`config.mk`:
```
export PLATFORM = sky130hd
export DESIGN_NAME = cacheline_adaptor
export DESIGN_NICKNAME = d
export VERILOG_FILES = /design/src/rtl/cacheline_adaptor_pkg.sv /design/src/rtl/cacheline_adaptor_burst_counter.sv /design/src/rtl/cacheline_adaptor.sv
export SDC_FILE = /design/constraint.sdc
export NUM_CORES = 1
export LEC_CHECK = 0
export ABC_AREA = 1
export CORE_AREA = 2 2 277 279
export CTS_BUF_LIST = sky130_fd_sc_hd__clkbuf_16
export DETAILED_ROUTE_END_ITERATION = 8
export DIE_AREA = 0 0 279 281
export MAX_ROUTING_LAYER = met4
export PLACE_DENSITY_LB_ADDON = 0.1
export REMOVE_ABC_BUFFERS = 1
export SYNTH_ARGS = -nofsm -noshare
export SYNTH_HDL_FRONTEND = slang
export SYNTH_SLANG_ARGS = --single-unit
```
`constraint.sdc`:
```
create_clock -name clk -period 25.7 [get_ports clk]
set_clock_uncertainty 0.05 [all_clocks]
set_input_delay 2.57 -clock clk [delete_from_list [all_inputs] [get_ports clk]]
set_output_delay 2.57 -clock clk [all_outputs]
set_load 0.02 [all_outputs]
```
`src/rtl/cacheline_adaptor_pkg.sv`:
```
// Shared types and sizing for the cache-line to memory-burst adaptor.
package cacheline_adaptor_pkg;

  localparam int unsigned CACHE_LINE_WIDTH = 256;
  localparam int unsigned BURST_LEN        = 4;
  localparam int unsigned ADDR_WIDTH       = 32;
  localparam int unsigned TIMEOUT_CYCLES   = 1024;

  localparam int unsigned BEAT_WIDTH  = CACHE_LINE_WIDTH / BURST_LEN;
  localparam int unsigned CNT_WIDTH   = $clog2(BURST_LEN);
  localparam int unsigned OFFSET_BITS = $clog2(CACHE_LINE_WIDTH / 8);
  localparam int unsigned WD_WIDTH    = $clog2(TIMEOUT_CYCLES);

  typedef enum logic [1:0] {
    IDLE     = 2'd0,
    RD_BURST = 2'd1,
    WR_BURST = 2'd2,
    DONE     = 2'd3
  } state_e;

  // Line viewed as an array of memory beats, beat 0 in the low bits.
  typedef logic [BURST_LEN-1:0][BEAT_WIDTH-1:0] line_t;

  function automatic logic [ADDR_WIDTH-1:0] align_addr(input logic [ADDR_WIDTH-1:0] a);
    return {a[ADDR_WIDTH-1:OFFSET_BITS], OFFSET_BITS'(0)};
  endfunction

endpackage

```
`src/rtl/cacheline_adaptor_burst_counter.sv`:
```
// Up-counter with synchronous clear, increment and terminal-count flag.
module burst_counter #(
  parameter int unsigned WIDTH = 2,
  parameter int unsigned LAST  = 3
) (
  input  logic             clk,
  input  logic             rst,
  input  logic             clr_i,
  input  logic             inc_i,
  output logic [WIDTH-1:0] cnt_o,
  output logic             last_o
);

  logic [WIDTH-1:0] cnt_q, cnt_d;

  always_comb begin
    cnt_d = cnt_q;
    if (clr_i)      cnt_d = '0;
    else if (inc_i) cnt_d = cnt_q + WIDTH'(1);
  end

  always_ff @(posedge clk or posedge rst) begin
    if (rst) cnt_q <= '0;
    else     cnt_q <= cnt_d;
  end

  assign cnt_o  = cnt_q;
  assign last_o = (cnt_q == WIDTH'(LAST));

endmodule

```
`src/rtl/cacheline_adaptor.sv`:
```
// Turns one cache-line read/write into a BURST_LEN-beat memory burst.
// Optional watchdog abort enabled by CACHELINE_ADAPTOR_TIMEOUT_EN.
module cacheline_adaptor
  import cacheline_adaptor_pkg::*;
(
  input  logic                        clk,
  input  logic                        rst,
  input  logic [CACHE_LINE_WIDTH-1:0] line_i,
  output logic [CACHE_LINE_WIDTH-1:0] line_o,
  input  logic [ADDR_WIDTH-1:0]       address_i,
  input  logic                        read_i,
  input  logic                        write_i,
  output logic                        resp_o,
  input  logic [BEAT_WIDTH-1:0]       burst_i,
  output logic [BEAT_WIDTH-1:0]       burst_o,
  output logic [ADDR_WIDTH-1:0]       address_o,
  output logic                        read_o,
  output logic                        write_o,
  input  logic                        resp_i,
  output logic                        err_o
);

  state_e                state_q;
  line_t                 line_q;
  logic [ADDR_WIDTH-1:0] addr_q;
  logic                  read_q, write_q, resp_q, err_q;
  logic [CNT_WIDTH-1:0]  cnt;
  logic                  cnt_last_c, in_burst_c, beat_c, final_beat_c, timeout_c;

  assign in_burst_c   = (state_q == RD_BURST) || (state_q == WR_BURST);
  assign beat_c       = in_burst_c && resp_i;
  assign final_beat_c = beat_c && cnt_last_c;

  burst_counter #(.WIDTH(CNT_WIDTH), .LAST(BURST_LEN - 1)) u_beat_cnt (
    .clk    (clk),
    .rst    (rst),
    .clr_i  (!in_burst_c || timeout_c),
    .inc_i  (beat_c),
    .cnt_o  (cnt),
    .last_o (cnt_last_c)
  );

`ifdef CACHELINE_ADAPTOR_TIMEOUT_EN
  logic [WD_WIDTH-1:0] wd_cnt;
  logic                wd_last_c;

  // Restarts on every beat and whenever no burst is in flight; saturates at the limit.
  burst_counter #(.WIDTH(WD_WIDTH), .LAST(TIMEOUT_CYCLES - 1)) u_watchdog (
    .clk    (clk),
    .rst    (rst),
    .clr_i  (!in_burst_c || resp_i),
    .inc_i  (in_burst_c && !wd_last_c),
    .cnt_o  (wd_cnt),
    .last_o (wd_last_c)
  );

  assign timeout_c = in_burst_c && !resp_i && wd_last_c && (wd_cnt != '0);
`else
  assign timeout_c = 1'b0;
`endif

  always_ff @(posedge clk or posedge rst) begin
    if (rst) begin
      state_q <= IDLE;
      line_q  <= '0;
      addr_q  <= '0;
      read_q  <= 1'b0;
      write_q <= 1'b0;
      resp_q  <= 1'b0;
      err_q   <= 1'b0;
    end else begin
      resp_q <= 1'b0;
      // A memory beat with no burst outstanding is a protocol violation.
      if (!in_burst_c && resp_i) err_q <= 1'b1;
      unique case (state_q)
        IDLE: begin
          if (read_i) begin
            addr_q  <= align_addr(address_i);
            read_q  <= 1'b1;
            state_q <= RD_BURST;
          end else if (write_i) begin
            addr_q  <= align_addr(address_i);
            line_q  <= line_i;
            write_q <= 1'b1;
            state_q <= WR_BURST;
          end
        end
        RD_BURST: begin
          if (resp_i) line_q[cnt] <= burst_i;
          if (timeout_c) begin
            err_q   <= 1'b1;
            read_q  <= 1'b0;
            state_q <= IDLE;
          end else if (final_beat_c) begin
            read_q  <= 1'b0;
            resp_q  <= 1'b1;
            state_q <= DONE;
          end
        end
        WR_BURST: begin
          if (timeout_c) begin
            err_q   <= 1'b1;
            write_q <= 1'b0;
            state_q <= IDLE;
          end else if (final_beat_c) begin
            write_q <= 1'b0;
            resp_q  <= 1'b1;
            state_q <= DONE;
          end
        end
        DONE:    state_q <= IDLE;
        default: state_q <= IDLE;
      endcase
    end
  end

  assign line_o    = line_q;
  assign burst_o   = write_q ? line_q[cnt] : '0;
  assign address_o = addr_q;
  assign read_o    = read_q;
  assign write_o   = write_q;
  assign resp_o    = resp_q;
  assign err_o     = err_q;

endmodule

```
# After elaboration in Yosys (flattened, before gate mapping)
# Index checks and enable logic that the tools add are counted.
# op_classes
reduce_logical,16
n_addsub,1
mux,26
eq_ne,13
order_cmp,2
# ops
op,count
256-bit two-way mux,3
256-bit one-hot mux with 2 select lines,1
256-bit bitwise mux,1
64-bit two-way mux,3
64-bit binary-select mux with 2-bit select,1
64-bit demux with 2-bit select,1
32-bit two-way mux,2
"2-bit != test, second input constant",6
2-bit two-way mux,5
4-bit AND reduction,2
"2-bit equality test, second input constant",3
1-bit two-way mux,6
2-bit one-hot mux with 3 select lines,1
2-bit nonzero test,3
1-bit logical AND,4
"2-bit by 1-bit != test with 1-bit output, second input constant",2
1-bit one-hot mux with 2 select lines,2
2-bit AND reduction,2
"2-bit by 3-bit less-than comparator with 1-bit output, second input constant",1
"3-bit != test, second input constant",1
3-bit AND reduction,1
"2-bit by 1-bit adder with 2-bit output, second input constant",1
"2-bit by 1-bit equality test with 1-bit output, second input constant",1
"2-bit by 1-bit >= comparator with 1-bit output, second input constant",1
other kinds (4),4
# totals
out_inout_bits,356
elab_cells,69
regBits,296

# Depth between registers and ports, before layout
# Gate-level depths: netlist of the first run.
# depth
ltp_word,7
depth_mapped,11

# Hierarchy
# From an unflattened synthesis of the first run, not the netlist that was laid out.
# unflattened
hier_cells,2751
hier_area_um2,17387.9
# by_module_without_submodules
module,cells_per_inst,area_each_um2,instances
cacheline_adaptor,2738,17286.6,1
burst_counter,13,101.3,1

# Least setup slack after synthesis of the first run
# No wires, ideal clock.
# synth_path
path_kind,reg-to-output
startpoint,"reg u_beat_cnt.cnt_q[1], in the netlist u_beat_cnt.cnt_o[1]"
endpoint,out burst_o[55]
t_required_ps,23080
t_arrival_ps,1387
path_stages_with_launch,6
slack_ps,21693
path_cell_list,dfrtp_1 > inv_1 > buf_2 > buf_1 > nand2_1 > a21oi_1
# synth_between
elab_chain_len,3
# synth_lines
item,line,rtl
from (decl),cacheline_adaptor_burst_counter.sv:14,"logic [WIDTH-1:0] cnt_q, cnt_d;"
from (signal assigned),cacheline_adaptor_burst_counter.sv:24,else cnt_q <= cnt_d;
64-bit binary-select mux with 2-bit select,cacheline_adaptor.sv:118,assign burst_o = write_q ? line_q[cnt] : '0;
64-bit two-way mux (implied by the code),cacheline_adaptor.sv:118,
64-bit two-way mux,cacheline_adaptor.sv:118,
to (decl),cacheline_adaptor.sv:15,"output logic [BEAT_WIDTH-1:0] burst_o,"
# Every way passes these cells. The select of a mux whose other input is x is not followed.

# Final worst setup path of the first run
# layout_path
startpoint,"reg u_beat_cnt.cnt_q[0], in the netlist u_beat_cnt.cnt_o[0]"
endpoint,out burst_o[17]
# Same word-level chain as after synthesis.

==> summary.md, run 1 <==
| Metric | Value |
|---|---|
| Status | `completed` |
| Post-DP HPWL | `62100 microns` |
| Distinct cells, synth | `25` |
| Final Hold Viols | `0` |
| CTS Hold Bufs | `0` |
| Predominant post-synthesis flop cell | `dfrtp_1` |
| Critical-path maximum fanout | `77` |
| Commonest non-fill, non-tap cell in the layout | `nand2_1` |
| Critical Path Start Type | `flop` |
| Pins Over Slew Limit | `0` |
| Die height | `281 microns` |
| Cell Area, Synth | `17300 sq um` |
| Area grow syn2layout | `50.8%` |
| Root Buffer | `clkbuf_16` |
| Req. time, crit path | `23.08 ns` |
| Overall Global Routing Usage | `0.246` |
| Setup TNS | `0 ns` |
| RSZ-0062 raised after global routing | `no` |
| Max Fclk | `148 MHz` |
| Max_slew headroom | `0.235` |
| IO Pins | `713` |
| Number of synthesized flops with an enable pin | `0` |
| Via density | `~4.7` |
| Syn avg cell area | `6.56 sq um` |
| Row count | `101` |
| Post-Route WL | `96300 microns` |
| Worst VDD drop | `roughly 0.073 mV` |
| Number of gates resized after cts | `0` |
| Die area | `~78000 sq um` |
| CTS tree | `yes` |
| Drt first-iter violations | `1389` |
| Period utilisation layout | `0.263` |
| Flop2flop setup slack | `20.94 ns` |
| Die Wd | `279 microns` |
| CTS Buffer Depth | `3` |
| Clock latency at the later pin of the worst-skew pair | `0.57 ns` |
| Pre-Repair DR Iteration Count | `9` |
| H-tree Lvls | `2` |
| Crit Path Category | `flop to output port` |
| First-pass GRT wire length | `139000 microns` |
| MaxCap Viol Count | `0` |
| Hold crit path type | `flop to flop` |
| Critical-path cell list | `inv_4 > buf_4 > nand2_1 > nand2_1 > nand2_1 > a21oi_1 > clkdlybuf4s50_1` |
| Worst path bufs/invs | `3` |
| Total Power | `between 3 and 4 mW` |
| Data arrival, critical path | `4.15 ns` |
| Via Count | `20100` |
| Avg WL per Cell | `between 20 and 25 microns` |
| Asr flop ratio synth | `1.00` |
| Slowest stage delay, CP | `~0.84 ns` |
| Clk slew on worst S/H paths | `approximately 0.060 ns` |
| Layout cell share with drive strength beyond 1 | `0.0333` |
| Slowest cell on crit path | `buf_4` |
| P_leak | `12.8 nW` |
| Post-CTS setup buffer count | `0` |
| Most frequent cells in the layout | `nand2_1, clkdlybuf4s50_1, nand3_1` |
| Cell mode on critical path | `nand2_1` |
| Antenna violations before repair | `13` |
| Yosys Warn Count | `0` |
| PwrDens | `150 nW/um^2` |
| Input/output buffers | `702` |
| Fin crit period | `6.77 ns` |
| Nets@finish | `approximately 3600` |
| Vias in the first global route | `20000` |
| DRC viols | `0` |
| CTS Sinks | `291` |
| Overflow after GRT | `0` |
| Starting Density | `0.229` |
| Largest net degree at the start of global routing | `98` |
| Num CTS Buffers | `40` |
| Gpl congestion | `~0.9` |
| Crit. End Element | `output port` |
| Flops & latches, synth | `around 290` |
| CORE AREA | `75400 sq um` |
| Delay-heaviest family, CP | `buffers and inverters` |
| Cell count after synthesis | `about 2600` |
| Final ANT Viol Nets | `0` |
| Setup violations, final | `0` |
| Tightest Pin Transition | `1.14 ns` |
| Register area share after synthesis | `0.421` |
==> final timing paths <==
kind,from,endpoint,cells after the start
min in group asynchronous,rst,line_o[146],2
min,read_o,read_o,2
min reg2reg,read_o,read_o,2
max in group asynchronous,rst,u_beat_cnt.cnt_o[0],4
max reg2reg,state_q[1],line_o[238],9
max,u_beat_cnt.cnt_o[0],burst_o[17],7
==> sequential cells by signal, indices dropped and copies added (netlist names) <==
signal            count
line_o              256
address_o            27
state_q               2
u_beat_cnt.cnt_o      2
err_o                 1
read_o                1
resp_o                1
write_o               1
==> logic make-up after synthesis <==
| family | Yosys count | share of synthesized area |
|---|---|---|
| and+or+nand+nor | 1736 | 0.407 |
| buffers and inverters | 312 | 0.0818 |
| AOI/OAI and AO/OA | 291 | 0.0846 |
| DFF | 291 | 0.421 |
| adders and majority gates | 8 | 0.00578 |
| other | 1 | 0.000217 |
==> Yosys cell counts, types with 8 or more instances <==
library cell / n / area [sq um]
o21ai_0: 204 / 1020
buf_2: 122 / 611
o21ai_1: 20 / 100
a21oi_1: 64 / 320
buf_4: 19 / 143
inv_1: 100 / 375
clkbuf_1: 47 / 176
nand3_1: 388 / 1940
nand2_1: 1207 / 4530
buf_1: 16 / 60.1
nor2_1: 131 / 492
dfrtp_1: 291 / 7280
ha_1: 8 / 100
==> metal layers <==
metal,part of all wire,global-route usage,wire length [microns]
met2,0.50,0.418,47700
met1,0.42,0.293,40000
met4,0.022,0.0644,2070
met5,0,-,0
met3,0.067,0.0545,6500
==> worst min-delay path: cells and delay by family (launching register included) <==
kind | cells | cell delay [ns]
simple gates | 2 | 0.10
flops | 1 | 0.35
==> per-stage QoR <==
step | cells | area [sq um] | hold WS, ns | setup WS (ns) | utilization
finish | 4230 | 26100 | 0.432 | 18.93 | 0.346
global route | 4230 | 26100 | 0.464 | 18.70 | 0.346
CTS | 4217 | 26100 | 0.435 | 18.78 | 0.346
detailed placement | 4146 | 24900 | 0.420 | 19.36 | 0.330
global placement | 4146 | 24900 | 0.417 | 19.38 | 0.330
floorplan | 2436 | 16300 | 0.417 | 15.05 | -
==> layout make-up <==
type                    instances  area [sq um]
well taps                     978          1220
multi-input cells            2040          8730
inverters                     105           415
fillers                      8197         49300
repair buffers                732          7250
clock buffers                  41          1030
flip-flops and latches        291          7290
clock inverters                30           141
diodes                         13          32.5
==> power by group <==
| group | switching [mW] | internal [mW] |
|---|---|---|
| Combinational | 1.64 | 0.897 |
| Clock | 0.227 | 0.288 |
| Sequential | 0.187 | 0.687 |
Power figures use the tool's default switching activity.
==> inputs of run 2 (changes only) <==
- CORE_AREA: 2 2 277 279 -> 2 2 278 280
- DIE_AREA: 0 0 279 281 -> 0 0 280 282
- clock period: 25.7 -> 6.5 ns (I/O delays scaled with it)
==> run 2 against run 1 <==
Compared with the run above:
- first-iteration DRC count up 3.1%
- combinational power rose to 4.0 times the previous value
- wire length up 0.26%
- largest power group unchanged
- total power rose to 4.0 times the previous value
- sequential power rose to 3.9 times the previous value
- sequential share of layout area down 0.20 points
- worst hold slack about the same
- global-route usage down 0.19 points
- critical path type unchanged
- non-clock buffer count down 3
- die area up 0.72%
==> summary.md, run 2 (synthesis gave the netlist of run 1 again) <==
| Metric | Value |
|---|---|
| Input/output buffers | `702 (unchanged)` |
| Total Power | `15.8 mW (+300%)` |
| RSZ-0062 raised after global routing | `no` |
| Root Buffer | `clkbuf_16` |
| Drt first-iter violations | `1432 (+3.1%)` |
| Period utilisation layout | `0.652` |
| Max reg flops | `256 (unchanged)` |
| PwrDens | `600 nW/um^2 (+300%)` |
| Hold crit path type | `flop to flop` |
| WHS | `0.432 ns (+0.000146 ns)` |
| Slowest stage delay, CP | `0.68 ns (-0.16 ns)` |
| Worst path bufs/invs | `3 (unchanged)` |
| Largest net degree at the start of global routing | `159 (+62%)` |
| CORE AREA | `75700 sq um (+0.33%)` |
| First-pass GRT wire length | `139000 microns (+0.22%)` |
| Starting Density | `0.229 (-0.000766)` |
| Crit. End Element | `output port` |
| Fin crit period | `4.24 ns` |
| Critical-path maximum fanout | `51 (-34%)` |
| Die Wd | `280 microns (+0.36%)` |
| Slowest cell on crit path | `clkdlybuf4s50_1` |
| Pins Over Slew Limit | `0 (unchanged)` |
| IO Pins | `713 (unchanged)` |
| Commonest non-fill, non-tap cell in the layout | `nand2_1` |
| Antenna violations before repair | `17 (+4)` |
| Final setup margin | `2.26 ns (-16.67 ns)` |
| Final design area excluding fillers | `26300 sq um (+0.72%)` |
| Layout cell share with drive strength beyond 1 | `0.0333 (about the same)` |
| Cell mode on critical path | `nand2_1` |
| Worst VDD drop | `0.434 mV (+490%)` |
| Max Fclk | `236 MHz` |
| Req. time, crit path | `5.80 ns (-17.28 ns)` |
| Max_slew headroom | `0.298 (+0.0630)` |
| Clk slew on worst S/H paths | `0.06 ns (about the same)` |
| Util after Layout | `0.347 (+0.00134)` |
| Data arrival, critical path | `3.54 ns (-0.61 ns)` |
| Num CTS Buffers | `42 (+5.0%)` |
| Row count | `101 (unchanged)` |
| Final Hold Viols | `0 (unchanged)` |
| Post-Place Cells | `4143 (-0.072%)` |
| Post-DP HPWL | `62300 microns (+0.36%)` |
| Final ANT Viol Nets | `0 (unchanged)` |
| Avg WL per Cell | `22.8 microns (+0.12%)` |
| Overflow after GRT | `0 (unchanged)` |
| CTS tree | `yes` |
| Post-place setup slack | `2.34 ns (-17.02 ns)` |
| CTS Buffer Depth | `3 (unchanged)` |
| Area grow syn2layout | `51.9%` |
| Post-Route WL | `96600 microns (+0.26%)` |
| Setup TNS | `0 ns (unchanged)` |
| Crit Path Category | `flop to output port` |
| Tightest Pin Transition | `1.05 ns (-0.0904 ns)` |
| Delay-heaviest family, CP | `buffers and inverters` |
| Clock latency at the later pin of the worst-skew pair | `0.56 ns (about the same)` |
| Via Count | `20300 (+1.4%)` |
| Final Non-Filler Cells | `4236 (+0.14%)` |
| Nets@finish | `3574 (-0.028%)` |
| Critical Path Start Type | `flop` |
| Die area | `79000 sq um (+0.72%)` |
| Post-CTS setup buffer count | `0 (unchanged)` |
| Worst-case reg-to-reg path depth | `9 (unchanged)` |
| CTS Hold Bufs | `0 (unchanged)` |
| Gpl congestion | `0.909 (+3.3%)` |
| Critical path depth in cells | `7 (unchanged)` |
| P_leak | `12.8 nW (+0.60%)` |
| Die height | `282 microns (+0.36%)` |
| Vias in the first global route | `20300 (+1.2%)` |
| Number of gates resized after cts | `0 (unchanged)` |
| Hold depth | `2 (unchanged)` |
| Pre-Repair DR Iteration Count | `6 (-3)` |
| Critical-path cell list | `inv_4 > buf_4 > nand2_1 > nand2_1 > nand2_1 > a21oi_1 > clkdlybuf4s50_1` |
| Placed cell areas | `24900 sq um (about the same)` |
| Setup violations, final | `0 (unchanged)` |
| Overall Global Routing Usage | `0.244 (-0.00187)` |
| DRC viols | `0 (unchanged)` |
| MaxCap Viol Count | `0 (unchanged)` |
| Most frequent cells in the layout | `nand2_1, clkdlybuf4s50_1, nand3_1` |
| H-tree Lvls | `2 (unchanged)` |
| Via density | `4.80 (+1.2%)` |
| Status | `completed` |
| CTS Sinks | `291 (unchanged)` |
## run 2: cell count changes in the layout (fill, tap and decap cells not counted), sizes merged
cell,previous run,this run
clkbuf,41,45
clkinv,18,20
diode,13,16
bufinv,0,3
inv,116,114
clkinvlp,1,0
buf,30,27
## run 2: worst register-to-register path, stage by stage, from the launching register on
cell	delay, ns
dfrtp_1	0.40
inv_1	0.14
ha_4	0.74
inv_8	0.49
nand2_2	0.31
nand2_1	0.10
nor2_4	0.51
buf_4	0.81
nand3_1	0.38
nand2_1	0.16
## run 2: cell type report
cell class | count | area, sq um
fill | 8186 | 49400
multi-input combinational | 2040 | 8730
sequential | 291 | 7290
timing repair buffer | 729 | 7270
tap | 978 | 1220
clock buffer | 45 | 1130
inverter | 105 | 414
clock inverter | 32 | 209
antenna | 16 | 40.0
## run 2: where the power goes
group          internal, mW  switching (mW)
registers              2.72           0.737
clock network          1.36           0.920
logic                  3.56            6.49
## run 2: final timing paths
kind / from / endpoint / slack, ns
min in group asynchronous: rst / line_o[176] / 0.48
min: read_o / read_o / 0.43
max: u_beat_cnt.cnt_o[0] / burst_o[38] / 2.26
min reg2reg: read_o / read_o / 0.43
max reg2reg: state_q[1] / line_o[126] / 2.35
max in group asynchronous: rst / address_o[22] / 4.39
## run 2: metal layers
layer  GRT usage  share of wire
met5           -              0
met2       0.407           0.49
met4      0.0814          0.031
met3      0.0583          0.077
met1       0.287           0.41
==> inputs of run 3 (changes only) <==
- CORE_AREA: 2 2 278 280 -> 2 2 275 277
- DIE_AREA: 0 0 280 282 -> 0 0 277 279
- clock period: 6.5 -> 3.8 ns (I/O delays scaled with it)
==> run 3 against run 2 <==
Compared with the run above:
- clock-buffer cell count fell by 2
- global-route usage is 0.10 points lower
- final cell count is essentially flat
- sequential power increased by 70%
- utilization increased by 0.93 points
- combinational power increased by 74%
- sequential cell count did not move
- first-iteration DRC count shrank 4.0%
- final area rose by 0.48%
- largest power group unchanged
==> summary.md, run 3 (synthesis gave the netlist of run 1 again) <==
| Metric | Value |
|---|---|
| Crit. End Element | `output port` |
| First-pass GRT wire length | `136000 microns (-1.8%)` |
| Placed cell areas | `25200 sq um (+1.0%)` |
| Critical-path maximum fanout | `130 (+150%)` |
| Clock Power Share | `0.135 (-0.009)` |
| FF-to-FF Start | `state_q[1]` |
| Max Fclk | `293 MHz` |
| Overflow after GRT | `0 (unchanged)` |
| Tightest Pin Transition | `1.18 ns (+0.123 ns)` |
| Antenna violations before repair | `15 (-2)` |
| Die area | `77300 sq um (-2.1%)` |
| Overall Global Routing Usage | `0.243 (-0.00105)` |
| Avg WL per Cell | `22.2 microns (-2.7%)` |
| Final Non-Filler Cells | `4232 (-0.094%)` |
| Most frequent cells in the layout | `nand2_1, clkdlybuf4s50_1, nand3_1` |
| RSZ-0062 raised after global routing | `no` |
| Slowest cell on crit path | `clkdlybuf4s50_1` |
| H-tree Lvls | `2 (unchanged)` |
| Crit Path Category | `flop to output port` |
| IO Pins | `713 (unchanged)` |
| Setup violations, final | `0 (unchanged)` |
| Largest net degree at the start of global routing | `194 (+22%)` |
| Post-Place Cells | `4149 (+0.14%)` |
| Max_slew headroom | `0.216 (-0.0819)` |
| Via Count | `20200 (-0.70%)` |
| Fraction of power spent switching nets | `0.516 (about the same)` |
| Data arrival, critical path | `2.98 ns (-0.56 ns)` |
| WHS | `0.233 ns (-0.199 ns)` |
| Vias in the first global route | `19900 (-1.9%)` |
| Post-Route WL | `93800 microns (-2.8%)` |
| Worst path bufs/invs | `2 (-1)` |
| Area grow syn2layout | `52.6%` |
| FF-to-FF End | `line_o[199]` |
| Cell mode on critical path | `nor2_1` |
| Flop2flop setup slack | `0.71 ns (-1.64 ns)` |
| Die height | `279 microns (-1.1%)` |
| Worst VDD drop | `0.643 mV (+48%)` |
| CTS Buffer Depth | `3 (unchanged)` |
| Pre-Repair DR Iteration Count | `5 (-1)` |
| Internal power | `13.0 mW (+71%)` |
| CTS Hold Bufs | `0 (unchanged)` |
| DRC viols | `0 (unchanged)` |
| Commonest non-fill, non-tap cell in the layout | `nand2_1` |
| CTS Sinks | `291 (unchanged)` |
| Hold crit path type | `input pin to asynchronous set/reset pin` |
| Die Wd | `277 microns (-1.1%)` |
| Delay-heaviest family, CP | `buffers and inverters` |
| Comb pwr share | `0.648 (+0.011)` |
| Setup TNS | `0 ns (unchanged)` |
| Clk slew on worst S/H paths | `0.06 ns (about the same)` |
| Pins Over Slew Limit | `0 (unchanged)` |
| Post-DP HPWL | `60600 microns (-2.7%)` |
| Layout cell share with drive strength beyond 1 | `0.0354 (+0.00207)` |
| Row count | `100 (-0.99%)` |
| Final Hold Viols | `0 (unchanged)` |
| PwrDens | `1020 nW/um^2 (+70%)` |
| Gpl congestion | `0.896 (-1.4%)` |
| Post-CTS setup buffer count | `0 (unchanged)` |
| CORE AREA | `74100 sq um (-2.1%)` |
| Via density | `4.77 (-0.61%)` |
| Fin crit period | `around 3.4 ns` |
| CTS tree | `yes` |
| Starting Density | `0.234 (+0.00502)` |
| Seq pwr share | `0.218 (about the same)` |
| Nets@finish | `3588 (+0.39%)` |
| Clock latency at the later pin of the worst-skew pair | `0.56 ns (about the same)` |
| Number of gates resized after cts | `0 (unchanged)` |
| Input/output buffers | `702 (unchanged)` |
| Num CTS Buffers | `41 (-2.4%)` |
| Critical-path cell list | `buf_12 > nor2_1 > nor2_1 > o21ai_0 > a21oi_1 > clkdlybuf4s50_1` |
| Period utilisation layout | `0.898` |
| MaxCap Viol Count | `0 (unchanged)` |
| Status | `completed` |
| Final design area excluding fillers | `26400 sq um (+0.48%)` |
| NetSw | `13.9 mW (+70%)` |
| Root Buffer | `clkbuf_16` |
| Drt first-iter violations | `1375 (-4.0%)` |
| Worst-case reg-to-reg path depth | `9 (unchanged)` |
| Final ANT Viol Nets | `0 (unchanged)` |
| Max reg flops | `256 (unchanged)` |
| P_leak | `12.9 nW (+0.65%)` |
| Slowest stage delay, CP | `0.75 ns (+0.07 ns)` |
| Critical Path Start Type | `flop` |
| Req. time, crit path | `3.37 ns (-2.43 ns)` |
[run 3: cell types whose count changed in the layout (fill, tap and decap cells not counted), sizes merged]
cell / before / now
buf: 27 / 42
bufinv: 3 / 1
clkbuf: 45 / 43
clkinv: 20 / 16
clkinvlp: 0 / 1
diode: 16 / 13
[run 3: power groups by stage]
stage | Combinational, mW | Clock (mW) | Sequential (mW)
4_1_cts | 17.6 | 3.75 | 5.84
3_3_place_gp | 17.5 | 0 | 5.81
5_1_grt | 18.8 | 3.87 | 6.05
2_1_floorplan | 7.02 | 0 | 7.46
3_5_place_dp | 17.6 | 0 | 5.87
6_report | 17.4 | 3.63 | 5.86
[run 3: how the worst max path moves through the flow]
| stage | start | endpoint | cells past startpoint |
|---|---|---|---|
| after CTS | u_beat_cnt.cnt_o[1] | burst_o[58] | 5 |
| final | u_beat_cnt.cnt_o[0] | burst_o[30] | 6 |
| after detailed placement | state_q[1] | line_o[44] | 9 |
| after global routing | u_beat_cnt.cnt_o[1] | burst_o[58] | 5 |
| after global placement | state_q[1] | line_o[44] | 9 |
| after floorplan | rst | address_o[10] | 1 |
[run 3: cell type report]
| class | instances | area [sq um] |
|---|---|---|
| Sequential cell | 291 | 7290 |
| Clock inverter | 27 | 139 |
| Tap cell | 969 | 1210 |
| Multi-Input combinational cell | 2040 | 8740 |
| Fill cell | 7979 | 47700 |
| Clock buffer | 43 | 1080 |
| Timing Repair Buffer | 744 | 7520 |
| Antenna cell | 13 | 32.5 |
| Inverter | 105 | 418 |
[run 3: metal layers]
layer / up-vias / track usage / wire [microns] / part of all wire
li1: 9559 / - / - / -
met1: 9672 / 0.283 / 37400 / 0.40
met2: 790 / 0.407 / 46100 / 0.49
met3: 159 / 0.0630 / 7460 / 0.080
met4: 0 / 0.0787 / 2950 / 0.031
met5: - / - / 0 / 0
[run 3: per-stage QoR]
step                      worst slack (ns)   util  power [mW]
final                                0.389  0.357        26.9
after global routing                 0.254  0.357        28.7
after CTS                            0.273  0.356        27.2
after detailed placement             0.764  0.340        23.4
after global placement               0.831  0.340        23.3
after floorplan                      -4.66      -        14.5
